File: config.mk
export PLATFORM = sky130hd
export DESIGN_NAME = vec_alu_seq
export DESIGN_NICKNAME = d
export VERILOG_FILES = /design/src/rtl/vec_pkg.sv /design/src/rtl/vec_alu_seq.sv
export SDC_FILE = /design/constraint.sdc
export NUM_CORES = 1
export LEC_CHECK = 0
export BUFFER_PORTS_ARGS = -buffer_cell sky130_fd_sc_hd__buf_2
export CAP_MARGIN = 20
export CORE_AREA = 2 2 320 322
export DETAILED_ROUTE_END_ITERATION = 6
export DIE_AREA = 0 0 322 324
export GPL_TIMING_DRIVEN = 1
export PLACE_DENSITY = 0.43
export SYNTH_ARGS = -nofsm -noshare
export SYNTH_HDL_FRONTEND = slang
export SYNTH_SLANG_ARGS = --single-unit
File: constraint.sdc
create_clock -name clk -period 25.4 [get_ports clk]
set_input_delay 1.27 -clock clk [delete_from_list [all_inputs] [get_ports clk]]
set_output_delay 1.27 -clock clk [all_outputs]
set_load 0.02 [all_outputs]
File: src/rtl/vec_pkg.sv
// Shared definitions for the vector ALU issue path: FSM states, element-width
// encodings and the legality check used at issue time.
package vec_pkg;

    localparam int OPCODE_W     = 6;
    localparam int VSEW_W       = 3;
    localparam int VLEN_DEFAULT = 128;

    localparam logic [VSEW_W-1:0] VSEW_8  = 3'b000;
    localparam logic [VSEW_W-1:0] VSEW_16 = 3'b001;
    localparam logic [VSEW_W-1:0] VSEW_32 = 3'b010;
    localparam logic [VSEW_W-1:0] VSEW_64 = 3'b011;

    typedef enum logic [2:0] {
        ST_IDLE,
        ST_READ,
        ST_CLEAR,
        ST_RUN,
        ST_WB
    } seq_state_e;

    function automatic logic vsew_legal(input logic [VSEW_W-1:0] vsew);
        return (vsew == VSEW_8) || (vsew == VSEW_16) ||
               (vsew == VSEW_32) || (vsew == VSEW_64);
    endfunction

endpackage

File: src/rtl/vec_alu_seq.sv
// Issue-side sequencer for vec_alu: reads two operands, runs the ALU through a
// clear/run handshake, and writes the result back to the vector register file.
module vec_alu_seq
    import vec_pkg::*;
#(
    parameter int VLEN    = VLEN_DEFAULT,
    parameter int RADDR_W = 5,
    parameter int TIMEOUT = 64
) (
    input  logic                clk,
    input  logic                reset,
    input  logic                issue_valid,
    output logic                issue_ready,
    input  logic [OPCODE_W-1:0] issue_opcode,
    input  logic [VSEW_W-1:0]   issue_vsew,
    input  logic [RADDR_W-1:0]  issue_vs1,
    input  logic [RADDR_W-1:0]  issue_vs2,
    input  logic [RADDR_W-1:0]  issue_vd,
    output logic [RADDR_W-1:0]  rf_raddr1,
    output logic [RADDR_W-1:0]  rf_raddr2,
    input  logic [VLEN-1:0]     rf_rdata1,
    input  logic [VLEN-1:0]     rf_rdata2,
    output logic                rf_we,
    output logic [RADDR_W-1:0]  rf_waddr,
    output logic [VLEN-1:0]     rf_wdata,
    output logic [OPCODE_W-1:0] alu_opcode,
    output logic [VSEW_W-1:0]   alu_vsew,
    output logic [VLEN-1:0]     alu_vs1,
    output logic [VLEN-1:0]     alu_vs2,
    output logic                alu_run,
    input  logic [VLEN-1:0]     alu_vd,
    input  logic                alu_done,
    output logic                busy,
    output logic                err_vsew,
    output logic                err_timeout
);

    localparam int CNT_W = $clog2(TIMEOUT + 1);

    seq_state_e          state_q, state_d;
    logic [OPCODE_W-1:0] opcode_q, opcode_d;
    logic [VSEW_W-1:0]   vsew_q, vsew_d;
    logic [RADDR_W-1:0]  vs1_q, vs1_d;
    logic [RADDR_W-1:0]  vs2_q, vs2_d;
    logic [RADDR_W-1:0]  vd_q, vd_d;
    logic [VLEN-1:0]     alu_vs1_q, alu_vs1_d;
    logic [VLEN-1:0]     alu_vs2_q, alu_vs2_d;
    logic [VLEN-1:0]     rf_wdata_q, rf_wdata_d;
    logic                alu_run_q, alu_run_d;
    logic                rf_we_q, rf_we_d;
    logic                err_vsew_q, err_vsew_d;
    logic                err_timeout_q, err_timeout_d;
    logic [CNT_W-1:0]    cnt_q, cnt_d;

    // The register file reads synchronously, so the address must reach it on
    // the accepting edge; afterwards the latched numbers hold it through READ.
    assign rf_raddr1   = (state_q == ST_IDLE) ? issue_vs1 : vs1_q;
    assign rf_raddr2   = (state_q == ST_IDLE) ? issue_vs2 : vs2_q;

    assign issue_ready = (state_q == ST_IDLE);
    assign busy        = (state_q != ST_IDLE);
    assign rf_we       = rf_we_q;
    assign rf_waddr    = vd_q;
    assign rf_wdata    = rf_wdata_q;
    assign alu_opcode  = opcode_q;
    assign alu_vsew    = vsew_q;
    assign alu_vs1     = alu_vs1_q;
    assign alu_vs2     = alu_vs2_q;
    assign alu_run     = alu_run_q;
    assign err_vsew    = err_vsew_q;
    assign err_timeout = err_timeout_q;

    always_comb begin
        // NOTE: every _d defaults to its _q (or to 0 for pulses) before the case,
        // so no path through the case can infer a latch.
        state_d       = state_q;
        opcode_d      = opcode_q;
        vsew_d        = vsew_q;
        vs1_d         = vs1_q;
        vs2_d         = vs2_q;
        vd_d          = vd_q;
        alu_vs1_d     = alu_vs1_q;
        alu_vs2_d     = alu_vs2_q;
        rf_wdata_d    = rf_wdata_q;
        alu_run_d     = alu_run_q;
        cnt_d         = cnt_q;
        rf_we_d       = 1'b0;
        err_vsew_d    = 1'b0;
        err_timeout_d = 1'b0;

        case (state_q)
            ST_IDLE: begin
                if (issue_valid) begin
                    opcode_d = issue_opcode;
                    vsew_d   = issue_vsew;
                    vs1_d    = issue_vs1;
                    vs2_d    = issue_vs2;
                    vd_d     = issue_vd;
                    if (vsew_legal(issue_vsew)) begin
                        state_d = ST_READ;
                    end else begin
                        err_vsew_d = 1'b1;
                    end
                end
            end
            ST_READ: begin
                alu_vs1_d = rf_rdata1;
                alu_vs2_d = rf_rdata2;
                state_d   = ST_CLEAR;
            end
            ST_CLEAR: begin
                // alu_done is stale here; run is low this cycle so the ALU restarts.
                cnt_d     = '0;
                alu_run_d = 1'b1;
                state_d   = ST_RUN;
            end
            ST_RUN: begin
                cnt_d = cnt_q + CNT_W'(1);
                if (alu_done) begin
                    rf_wdata_d = alu_vd;
                    rf_we_d    = 1'b1;
                    state_d    = ST_WB;
                end else if (cnt_d == CNT_W'(TIMEOUT)) begin
                    alu_run_d     = 1'b0;
                    err_timeout_d = 1'b1;
                    state_d       = ST_IDLE;
                end
            end
            ST_WB: begin
                alu_run_d = 1'b0;
                state_d   = ST_IDLE;
            end
            default: state_d = ST_IDLE;
        endcase
    end

    // NOTE: sequential state uses non-blocking assignments only, so every flop
    // samples the pre-edge value of every other flop.
    always_ff @(posedge clk or posedge reset) begin
        if (reset) begin
            state_q       <= ST_IDLE;
            opcode_q      <= '0;
            vsew_q        <= '0;
            vs1_q         <= '0;
            vs2_q         <= '0;
            vd_q          <= '0;
            alu_vs1_q     <= '0;
            alu_vs2_q     <= '0;
            rf_wdata_q    <= '0;
            alu_run_q     <= 1'b0;
            rf_we_q       <= 1'b0;
            err_vsew_q    <= 1'b0;
            err_timeout_q <= 1'b0;
            cnt_q         <= '0;
        end else begin
            state_q       <= state_d;
            opcode_q      <= opcode_d;
            vsew_q        <= vsew_d;
            vs1_q         <= vs1_d;
            vs2_q         <= vs2_d;
            vd_q          <= vd_d;
            alu_vs1_q     <= alu_vs1_d;
            alu_vs2_q     <= alu_vs2_d;
            rf_wdata_q    <= rf_wdata_d;
            alu_run_q     <= alu_run_d;
            rf_we_q       <= rf_we_d;
            err_vsew_q    <= err_vsew_d;
            err_timeout_q <= err_timeout_d;
            cnt_q         <= cnt_d;
        end
    end

endmodule
==> metrics.yaml, run 1 <==
outcome:
  run_status: "finished, final reports clean"
die:
  floorplan.initialDensity_pct: 15.8
  die_w_um: 322
  rows: 117
  die_area_sq_um: 104000
  io-pin-count: 826
  fp.dieH_um: 324
  placeableCoreArea_sq_um: 101000
synth:
  multiplexer_share_of_the_synthesized_area_pct: 29.7
  synth_cells: 960
  flip_flop_and_latch_count_after_synthesis: 422
  main_combinational_cell_family_by_area_after_synthesis: "multiplexers"
  synth.avg_cell_area_sq_um: 16.6
  yosys.area_share.xor_xnor_pct: 0
  postSynthNetCount: 1374
  synth-compound-area-share_pct: 0.846
  post_synth_and_or_nand_nor_area_fraction_pct: 1.50
  synthesis.area_sq_um: 16000
  synth_cell_types: 37
  number_of_enable_flip_flop_cells_after_synthesis: 0
  async_reset_ff_share_pct: 100
  synth_seq_area_share_pct: 66.1
  yosys_warnings: 0
  synth_fa_ha_area_share_pct: 0.219
  postSynth.topFlopCell: "dfrtp_1"
sta:
  tightest_slew_ns: 1.10
  grt_setup_unrepaired: "no"
  finalHoldViolations: 0
  setup_total_negative_slack_ns: 0
  fmax_mhz: 261
  report.final.slew_viol_count: 0
  setup_viols_final: 0
  layout_min_cycle_time_ns: 3.83
  skew_ns: 0.0192
  timing.max_slew.rel_slack_pct: 26.9
  final_critical_path_setup_slack_ns: 21.57
  final_min_period_over_clock_period_pct: 15.1
clocking:
  clock_tree.root_cell: "clkbuf_16"
  clock_latency_ns: 0.59
  cts_tree: "built"
  clk_path_buf_depth: 3
  ctsResizeCount: 0
  cts.repair_timing.setup_buffer_count: 0
  cts-hold-fix-buffers: 0
  clock-sinks: 422
  clkSlewWorstSetupHoldPaths_ns: 0.06
  cts.htree.levels: 2
  number_of_buffers_added_by_the_clock_tree_synthesis_step: 50
routing:
  drc: 0
  drt_first_iter_violations: 330
  dr.pass1.iters: 4
  drt_wl_total_um: 52400
  detail_route.wl_per_cell_um: 16.6
  vias: 11300
  detail_route.vias_per_cell: 3.57
  route.antenna.remaining_nets: 0
global_routing:
  grt.total_usage_pct: 9.41
  grt_antenna_before_repair: 10
  grt_max_degree: 138
  grt_overflow_total: 0
  number_of_global_route_vias_before_repair: 11900
  grt_pass1_wl_um: 74600
finish:
  synthToLayoutAreaGrowth_pct: 46.3
  count_of_placed_standard_cells_in_the_final_layout_fillers_left_out: 3151
  post_route_cells_drive_above_1_share_pct: 73.2
  multi_input_area_sq_um: 5160
  final-seq-area_sq_um: 10600
  final_cell_area_sq_um: 23400
  fillers: 10800
  final_nets: 2214
placed_design:
  place_inst: 3057
  globalplace.congestion: 0.786
  place_ws_ns: 21.67
  port_buffer_count: 825
  postPlaceCellArea_sq_um: 21600
  dp_hpwl_um: 40300
critical_path:
  critPathMaxStageDelay_ns: 0.68
  setup.worst_path.start_class: "flop"
  critPathKind: "flop to output port"
  worstPathMaxFanout: 10
  cp-end-kind: "output port"
  chain_of_cells_forming_the_critical_path: "nor3_2 -> buf_4 -> mux2_2 -> buf_2"
  crit_slowest_cell: "nor3_2"
  worst-endpoint-arrival_ns: 2.56
  worstPathRequired_ns: 24.13
power:
  power.static_leakage_uw: 0.0109
  cellPowerDensity_nw_per_um2: 148
  max-vdd-ir-drop_v: 0.0000717
  post-layout-total-power_uw: 3460
min_path:
  worst_hold_path_type: "flop to flop"
flow_run:
  number_of_max_capacitance_violations_reported: 0
[path summary, 6_finish.rpt]
path	from	to	depth (start not counted)	slack (ns)
worst max-delay path	state_q[0]$_DFFE_PP0P_	rf_raddr2[2]	4	21.57
worst min-delay path	rf_wdata[25]$_DFFE_PP0P_	rf_wdata[25]$_DFFE_PP0P_	1	0.50
worst max register to register	state_q[0]$_DFFE_PP0P_	alu_vs2[72]$_DFFE_PP0P_	6	21.82
worst min register to register	rf_wdata[25]$_DFFE_PP0P_	rf_wdata[25]$_DFFE_PP0P_	1	0.50
max in group asynchronous	reset	cnt_q[4]$_DFFE_PP0P_	4	22.43
min in group asynchronous	reset	alu_vs1[6]$_DFFE_PP0P_	2	0.79
[layer usage]
layer	track usage [%]	part of all wire [%]
met2	17.3	54
met5	0	0.074
met3	3.42	9.4
met1	9.97	34
met4	2.89	2.3
[sequential cells by signal, summed over array words and instances (netlist names)]
register / cells
alu_opcode: 6
alu_vsew: 3
alu_vs1: 128
vs2_q: 5
state_q: 3
vs1_q: 5
rf_waddr: 5
cnt_q: 7
rf_we: 1
alu_run: 1
err_vsew: 1
alu_vs2: 128
err_timeout: 1
rf_wdata: 128
[placed cells by master (no fill, tap or decap), types with 3 or more instances in the layout]
| cell type | count |
|---|---|
| a21oi_1 | 5 |
| buf_2 | 825 |
| buf_4 | 11 |
| bufinv_16 | 8 |
| clkbuf_1 | 11 |
| clkbuf_16 | 51 |
| clkbuf_8 | 8 |
| clkinv_2 | 8 |
| clkinvlp_4 | 3 |
| dfrtp_1 | 422 |
| diode_2 | 3 |
| inv_1 | 3 |
| mux2_2 | 418 |
| mux2i_1 | 3 |
| nand2_1 | 12 |
| nand3_1 | 4 |
| nor2_1 | 4 |
| nor3_1 | 4 |
| o21ai_0 | 5 |
[cells by family (layout without fill, tap and decap cells)]
logic type,Yosys count,in the layout
adder cells (fa/ha/maj),3,3
other,0,3
buffers and inverters,53,932
multiplexers,421,421
AND/OR/NAND/NOR,41,41
AO/OA/AOI/OAI,20,20
flip-flops,422,422
[layout make-up]
| type | instances | share of cell area, % |
|---|---|---|
| sequential | 422 | 45.2 |
| antenna | 3 | 0.0321 |
| multi-input combinational | 485 | 22.1 |
| timing repair buffer | 837 | 18.1 |
| inverter | 4 | 0.0964 |
| clock inverter | 21 | 1.37 |
| clock buffer | 70 | 6.11 |
| tap | 1309 | 7.01 |
[stage by stage]
step                hold slack, ns  util [%]
floorplan                    0.472         -
global placement             0.485      21.4
detailed placement           0.490      21.4
CTS                          0.502      23.1
global route                 0.510      23.1
finish                       0.499      23.1
[worst max-delay path, delay by kind of cell (launching register included)]
kind | cells | cell delay [ns]
DFF | 1 | 0.49
muxes | 1 | 0.34
and+or+nand+nor | 1 | 0.68
buffers and inverters | 2 | 0.47
[synth_stat cells, drive strengths merged, types with 2 or more instances]
library cell	instances	area (sq um)
mux2	418	4710
o211ai	2	15.0
clkbuf	3	11.3
mux2i	3	30.0
or4	2	20.0
a21oi	5	25.0
and2	2	12.5
ha	2	25.0
buf	46	238
nor3	6	35.0
o21ai	5	25.0
nand3	5	37.5
nand2	12	45.0
nor2	4	15.0
and3	3	18.8
dfrtp	422	10600
inv	4	15.0
[where the power goes]
group	leakage (uW)	switching [uW]	internal [uW]
sequential	0.00500	180	1020
clock	0.000853	290	472
combinational	0.00509	859	643
total	0.0109	1330	2130
Power figures use the tool's default switching activity.
==> inputs of run 2 (changes only) <==
--- a/config.mk
+++ b/config.mk
@@ -5,13 +5,14 @@
 export SDC_FILE = /design/constraint.sdc
 export NUM_CORES = 1
 export LEC_CHECK = 0
+export ABC_AREA = 1
 export BUFFER_PORTS_ARGS = -buffer_cell sky130_fd_sc_hd__buf_2
 export CAP_MARGIN = 20
-export CORE_AREA = 2 2 320 322
+export CORE_AREA = 2 2 321 323
 export DETAILED_ROUTE_END_ITERATION = 6
-export DIE_AREA = 0 0 322 324
+export DIE_AREA = 0 0 323 325
 export GPL_TIMING_DRIVEN = 1
-export PLACE_DENSITY = 0.43
+export PLACE_DENSITY = 0.45
 export SYNTH_ARGS = -nofsm -noshare
 export SYNTH_HDL_FRONTEND = slang
 export SYNTH_SLANG_ARGS = --single-unit
==> constraint.sdc (replaced) <==
create_clock -name clk -period 3.4 [get_ports clk]
set_input_delay 0.17 -clock clk [delete_from_list [all_inputs] [get_ports clk]]
set_output_delay 0.17 -clock clk [all_outputs]
set_load 0.02 [all_outputs]
==> run 2 against run 1 <==
  * Worst hold slack worse by 0.24 ns
  * Cell area is 18% higher
  * Die area grew 0.62%
  * Setup slack got worse by 20 ns
  * Sequential share of layout area decreased by 7.1 points
  * Non-clock buffer count rose by 437
  * Clock power rose to 7.2 times the previous value
  * First-iteration DRC count rose by 16%
  * Largest power group unchanged
==> metrics.yaml, run 2 <==
outcome:
  run_status: "finished, final reports clean"
synth:
  postSynthNetCount: 1682
  synth_seq_area_share_pct: 65.8
  number_of_enable_flip_flop_cells_after_synthesis: 0
  yosys_warnings: 0
  yosys.cell_count.top_type: "nand2_1"
  yosysTopAreaCellShare_pct: 65.8
  synth.avg_cell_area_sq_um: 12.6
  async_reset_ff_share_pct: 100
  postSynth.topFlopCell: "dfrtp_1"
  synthesis.area_sq_um: 16000
  flip_flop_and_latch_count_after_synthesis: 422
  synth_cell_types: 24
  ys_top_cells_by_area: "dfrtp_1 (66%), mux2_2 (19%), nand2_1 (10%), buf_4 (1.7%), o21ai_0 (0.94%)"
  synth_cells: 1268
  yosys-top-cells-count: "nand2_1 (429), dfrtp_1 (422), mux2_2 (269), buf_4 (36), o21ai_0 (30)"
  synth.largest_area_cell: "dfrtp_1"
die:
  fp.dieH_um: 325
  floorplan.initialDensity_pct: 15.8
  io-pin-count: 826
  placeableCoreArea_sq_um: 101000
  die_area_sq_um: 105000
  die_w_um: 323
  rows: 117
critical_path:
  cp-end-kind: "output port"
  worstPathRequired_ns: 3.23
  worst-endpoint-arrival_ns: 2.09
  crit_slowest_cell: "dfrtp_1"
  worstPathMaxFanout: 22
  chain_of_cells_forming_the_critical_path: "inv_2 -> nand2_1 -> nor2_2 -> inv_1 -> o21ai_0 -> buf_2"
  setup.worst_path.start_class: "flop"
  critPathMaxStageDelay_ns: 0.42
  critPathKind: "flop to output port"
finish:
  mostFrequentLayoutCell: "buf_2"
  final_nets: 2947
  finalCoreUtilization_pct: 27.3
  post_route_cells_drive_above_1_share_pct: 47.4
  synthToLayoutAreaGrowth_pct: 72.7
  final_cell_mix: "buf_2 (825), nand2_1 (429), dfrtp_1 (422), dlygate4sd3_1 (411), mux2_2 (269)"
sta:
  layout_min_cycle_time_ns: 2.26
  tightest_slew_ns: 0.792
  skew_ns: 0.0109
  timing.max_slew.rel_slack_pct: 47.1
  report.final.slew_viol_count: 0
  final_min_period_over_clock_period_pct: 66.5
  setup_viols_final: 0
  fmax_mhz: 442
  final_critical_path_setup_slack_ns: 1.14
  finalHoldViolations: 0
  grt_setup_unrepaired: "no"
routing:
  vias: 14000
  met1Wirelength_um: 23100
  met2WireLength_um: 31600
  met3_wirelength_um: 5450
  drt_first_iter_violations: 383
  detail_route.wl_per_cell_um: 15.7
  drc: 0
  topRoutingLayerUsed: "met5"
  drt_wl_total_um: 61900
  detail_route.vias_per_cell: 3.55
  route.antenna.remaining_nets: 0
  dr.pass1.iters: 4
power:
  power.static_leakage_uw: 0.0137
  max-vdd-ir-drop_v: 0.000489
  cellPowerDensity_nw_per_um2: 937
placed_design:
  place_ws_ns: 1.30
  port_buffer_count: 825
  dp_hpwl_um: 45900
  globalplace.congestion: 0.771
clocking:
  clock-sinks: 422
  number_of_buffers_added_by_the_clock_tree_synthesis_step: 50
  clock_latency_ns: 0.60
  ctsResizeCount: 0
  clk_path_buf_depth: 3
  cts_tree: "built"
  cts.repair_timing.setup_buffer_count: 0
  clkSlewWorstSetupHoldPaths_ns: 0.06
  clock_tree.root_cell: "clkbuf_16"
  cts.htree.levels: 2
global_routing:
  grt_antenna_before_repair: 7
  number_of_global_route_vias_before_repair: 15100
  grt.total_usage_pct: 11.3
  grt_max_degree: 131
  grt_overflow_total: 0
  grt_pass1_wl_um: 91000
flow_run:
  number_of_max_capacitance_violations_reported: 0
min_path:
  worst_hold_path_type: "input port to asynchronous set/reset pin"
[run 2: cell types whose count changed after synthesis, sizes merged, moves of 3 or more]
cell	change
nand2	+419
mux2	-149
inv	+25
o21ai	+25
buf	+9
nor2	+7
nor3	-5
a21oi	-3
and3	-3
clkbuf	+3
mux2i	-3
[run 2: worst paths after layout]
| kind | slack, ns | from | endpoint | cells after the start |
|---|---|---|---|---|
| min reg2reg | 0.47 | rf_wdata[78]$_DFFE_PP0P_ | rf_wdata[78]$_DFFE_PP0P_ | 2 |
| max | 1.14 | state_q[0]$_DFFE_PP0P_ | rf_raddr2[0] | 6 |
| min | 0.26 | reset | alu_vs2[31]$_DFFE_PP0P_ | 3 |
| max in group asynchronous | 2.11 | reset | alu_vs2[12]$_DFFE_PP0P_ | 5 |
| max reg2reg | 1.30 | state_q[2]$_DFFE_PP0P_ | rf_wdata[72]$_DFFE_PP0P_ | 8 |
| min in group clk | 0.30 | alu_vd[43] | rf_wdata[43]$_DFFE_PP0P_ | 4 |
[run 2: logic make-up after synthesis]
group | synth area share [%]
and+or+nand+nor | 10.8
adders and majority gates | 0.156
AOI/OAI and AO/OA | 1.10
xor gates and xnor gates | 0.0546
buffers and inverters | 3.14
muxes | 18.9
DFF | 65.8
[run 2: what timing repair did]
item                       in CTS  in global routing
hold endpoints to repair      426                  0
setup endpoints to repair       0                  0
hold buffers                  411                  0
[run 2: layout make-up]
type	count	area (sq um)
flip-flops and latches	422	10600
diodes	3	7.51
repair buffers	1274	8630
clock buffers	80	1560
fillers	10700	73600
inverters	29	115
well taps	1368	1710
multi-input cells	756	4990
clock inverters	10	125
[run 2: critical path, delay by kind of cell (launching register included)]
family                 cells  cell delay [ns]
AOI/OAI and AO/OA          1             0.25
DFF                        1             0.42
and+or+nand+nor            2             0.23
buffers and inverters      3             0.61
[run 2: stage by stage]
| stage | TNS [ns] | std cells | hold slack (ns) | area [sq um] | total power, uW |
|---|---|---|---|---|---|
| after floorplan | -1039.59 | 1268 | 0.243 | 16000 | 16000 |
| final | 0 | 3942 | 0.258 | 27700 | 26000 |
| after CTS | 0 | 3939 | 0.222 | 27700 | 26400 |
| after global placement | 0 | 3438 | 0.358 | 21900 | 20300 |
| after detailed placement | 0 | 3438 | 0.352 | 21900 | 20300 |
| after global routing | 0 | 3941 | 0.269 | 27700 | 27600 |
[run 2: power by group]
group	internal [uW]	switching [uW]
combinational	4690	6990
sequential	7510	1270
clock	3340	2160
[run 2: per-layer routing]
metal  up-vias  track usage, %
met4        10            3.48
li1       6653               -
met3        99            4.32
met2       532            20.6
met5         -               0
met1      6702            11.8
==> inputs of run 3 (changes only) <==
--- a/config.mk
+++ b/config.mk
@@ -12,7 +12,7 @@
 export DETAILED_ROUTE_END_ITERATION = 6
 export DIE_AREA = 0 0 323 325
 export GPL_TIMING_DRIVEN = 1
-export PLACE_DENSITY = 0.45
+export PLACE_DENSITY = 0.43
 export SYNTH_ARGS = -nofsm -noshare
 export SYNTH_HDL_FRONTEND = slang
 export SYNTH_SLANG_ARGS = --single-unit
==> constraint.sdc (replaced) <==
create_clock -name clk -period 2.2 [get_ports clk]
set_input_delay 0.11 -clock clk [delete_from_list [all_inputs] [get_ports clk]]
set_output_delay 0.11 -clock clk [all_outputs]
set_load 0.02 [all_outputs]
==> run 3 against run 2 <==
  * First-iteration DRC count increased by 10%
  * Die area is the same
  * Clock-buffer cell count is 8 lower
  * Total power up 56%
  * Sequential power is 54% higher
  * Final cell count rose by 0.38%
  * Non-clock buffer count grew 8
  * Utilization rose by 0.23 points
  * Clock power increased by 57%
  * Combinational power increased by 57%
  * Worst hold slack worse by 0.10 ns
  * Largest cell class unchanged
==> metrics.yaml, run 3 (same netlist as run 2, synthesis figures left out) <==
finish:
  finalCoreUtilization_pct: 27.6
  synthToLayoutAreaGrowth_pct: 74.1
  mostFrequentLayoutCell: "buf_2"
  final_nets: 2958
  final_cell_mix: "buf_2 (826), nand2_1 (428), dfrtp_1 (422), dlygate4sd3_1 (412), mux2_2 (269)"
  post_route_cells_drive_above_1_share_pct: 47.9
routing:
  detail_route.wl_per_cell_um: 15.3
  route.antenna.remaining_nets: 0
  detail_route.vias_per_cell: 3.57
  drt_wl_total_um: 60500
  drc: 0
  drt_first_iter_violations: 422
  dr.pass1.iters: 5
  vias: 14100
clocking:
  clkSlewWorstSetupHoldPaths_ns: 0.06
  cts.htree.levels: 2
  clock-sinks: 422
  clock_latency_ns: 0.60
  clk_path_buf_depth: 3
  number_of_buffers_added_by_the_clock_tree_synthesis_step: 51
  cts_tree: "built"
  clock_tree.root_cell: "clkbuf_16"
critical_path:
  setup.worst_path.start_class: "flop"
  worstPathRequired_ns: 2.09
  cp-end-kind: "output port"
  worst-endpoint-arrival_ns: 1.95
  worstPathMaxFanout: 5
  critPathKind: "flop to output port"
global_routing:
  globalRouteMet3Util_pct: 3.64
  use_met1_pct: 12.4
  grt_antenna_before_repair: 12
  grt.total_usage_pct: 11.0
  number_of_global_route_vias_before_repair: 15200
  grt-busiest-layer: "met2"
  grt_pass1_wl_um: 90100
  grt_overflow_total: 0
  grt_max_degree: 131
  grt.met2_usage_pct: 19.7
sta:
  setup_viols_final: 0
  final_critical_path_setup_slack_ns: 0.138
  final_min_period_over_clock_period_pct: 93.7
  timing.max_slew.rel_slack_pct: 46.8
  skew_ns: 0.0122
  finalHoldViolations: 0
  fmax_mhz: 485
  report.final.slew_viol_count: 0
  tightest_slew_ns: 0.797
  grt_setup_unrepaired: "no"
  layout_min_cycle_time_ns: 2.06
flow_run:
  number_of_max_capacitance_violations_reported: 0
power:
  power.share.switching_pct: 39.6
  clock_power_share_pct: 21.3
  power.static_leakage_uw: 0.0138
  p_int_uw: 24400
  pwr-share-comb_pct: 45.4
  pwr-share-seq_pct: 33.3
  cellPowerDensity_nw_per_um2: 1450
  power_switching_uw: 16000
  max-vdd-ir-drop_v: 0.000744
placed_design:
  port_buffer_count: 825
  dp_hpwl_um: 45100
  place_ws_ns: 0.424
  globalplace.congestion: 0.784
die:
  placeableCoreArea_sq_um: 101000
  fp.dieH_um: 325
  die_area_sq_um: 105000
  die_w_um: 323
  rows: 117
  io-pin-count: 826
  floorplan.initialDensity_pct: 15.8
outcome:
  run_status: "finished, final reports clean"
min_path:
  worst_hold_path_type: "input port to asynchronous set/reset pin"
[run 3: path summary, 6_finish.rpt]
path | from | endpoint | slack [ns] | cells past startpoint
max in group asynchronous | reset | alu_vs1[0]$_DFFE_PP0P_ | 1.29 | 5
worst max register to register | state_q[1]$_DFFE_PP0P_ | rf_wdata[58]$_DFFE_PP0P_ | 0.34 | 9
worst min-delay path | reset | rf_wdata[32]$_DFFE_PP0P_ | 0.16 | 4
min in group clk | alu_vd[11] | rf_wdata[11]$_DFFE_PP0P_ | 0.23 | 4
worst max-delay path | state_q[0]$_DFFE_PP0P_ | rf_raddr1[0] | 0.14 | 7
worst min register to register | rf_wdata[61]$_DFFE_PP0P_ | rf_wdata[61]$_DFFE_PP0P_ | 0.47 | 2
[run 3: stage by stage]
stage               cells  power (uW)  area, sq um  hold WS, ns  setup TNS, ns
floorplan            1268       24700        16000        0.183       -1520.67
global placement     3437       31400        22000        0.227              0
detailed placement   3437       31500        22000        0.225              0
CTS                  3949       41200        27900        0.102              0
global route         3954       43000        27900        0.140              0
finish               3957       40500        27900        0.156              0
[run 3: final cells by class]
cell class | instances | area (sq um)
Timing Repair inverter | 2 | 15.0
Sequential cell | 422 | 10600
Timing Repair Buffer | 1282 | 8800
Inverter | 29 | 119
Clock buffer | 72 | 1510
Antenna cell | 7 | 17.5
Fill cell | 10700 | 73400
Clock inverter | 19 | 200
Multi-Input combinational cell | 756 | 5000
Tap cell | 1368 | 1710
[run 3: timing repair]
item,in CTS,in global routing
hold buffers,412,0
hold endpoints to repair,757,0
pin swaps,1,1
gates cloned,2,0
gates resized for setup,6,2
endpoints found under the setup margin,10,10
setup buffers,7,1
[run 3: worst max-delay path, cell delays in order, from the launching register on]
cell and delay, ns:
dfrtp_1 0.40, inv_2 0.07, nand2_2 0.07, nor2_4 0.20
buf_6 0.14, clkinvlp_4 0.11, o21ai_0 0.17, buf_2 0.19
[run 3: per-layer routing]
metal	share of wire [%]	wire, um	up-vias
met3	8.1	4910	80
met1	40	24100	6824
met4	2.2	1360	4
met2	50	30100	538
met5	0.050	30	-
li1	-	-	6684
[run 3: power by group through the flow]
stage / Sequential [uW] / Combinational (uW) / Clock [uW]
finish: 13500 / 18400 / 8620
global route: 14000 / 19700 / 9280
CTS: 13500 / 18700 / 9000
detailed placement: 13600 / 17900 / 0
global placement: 13500 / 17900 / 0
floorplan: 18000 / 6680 / 0
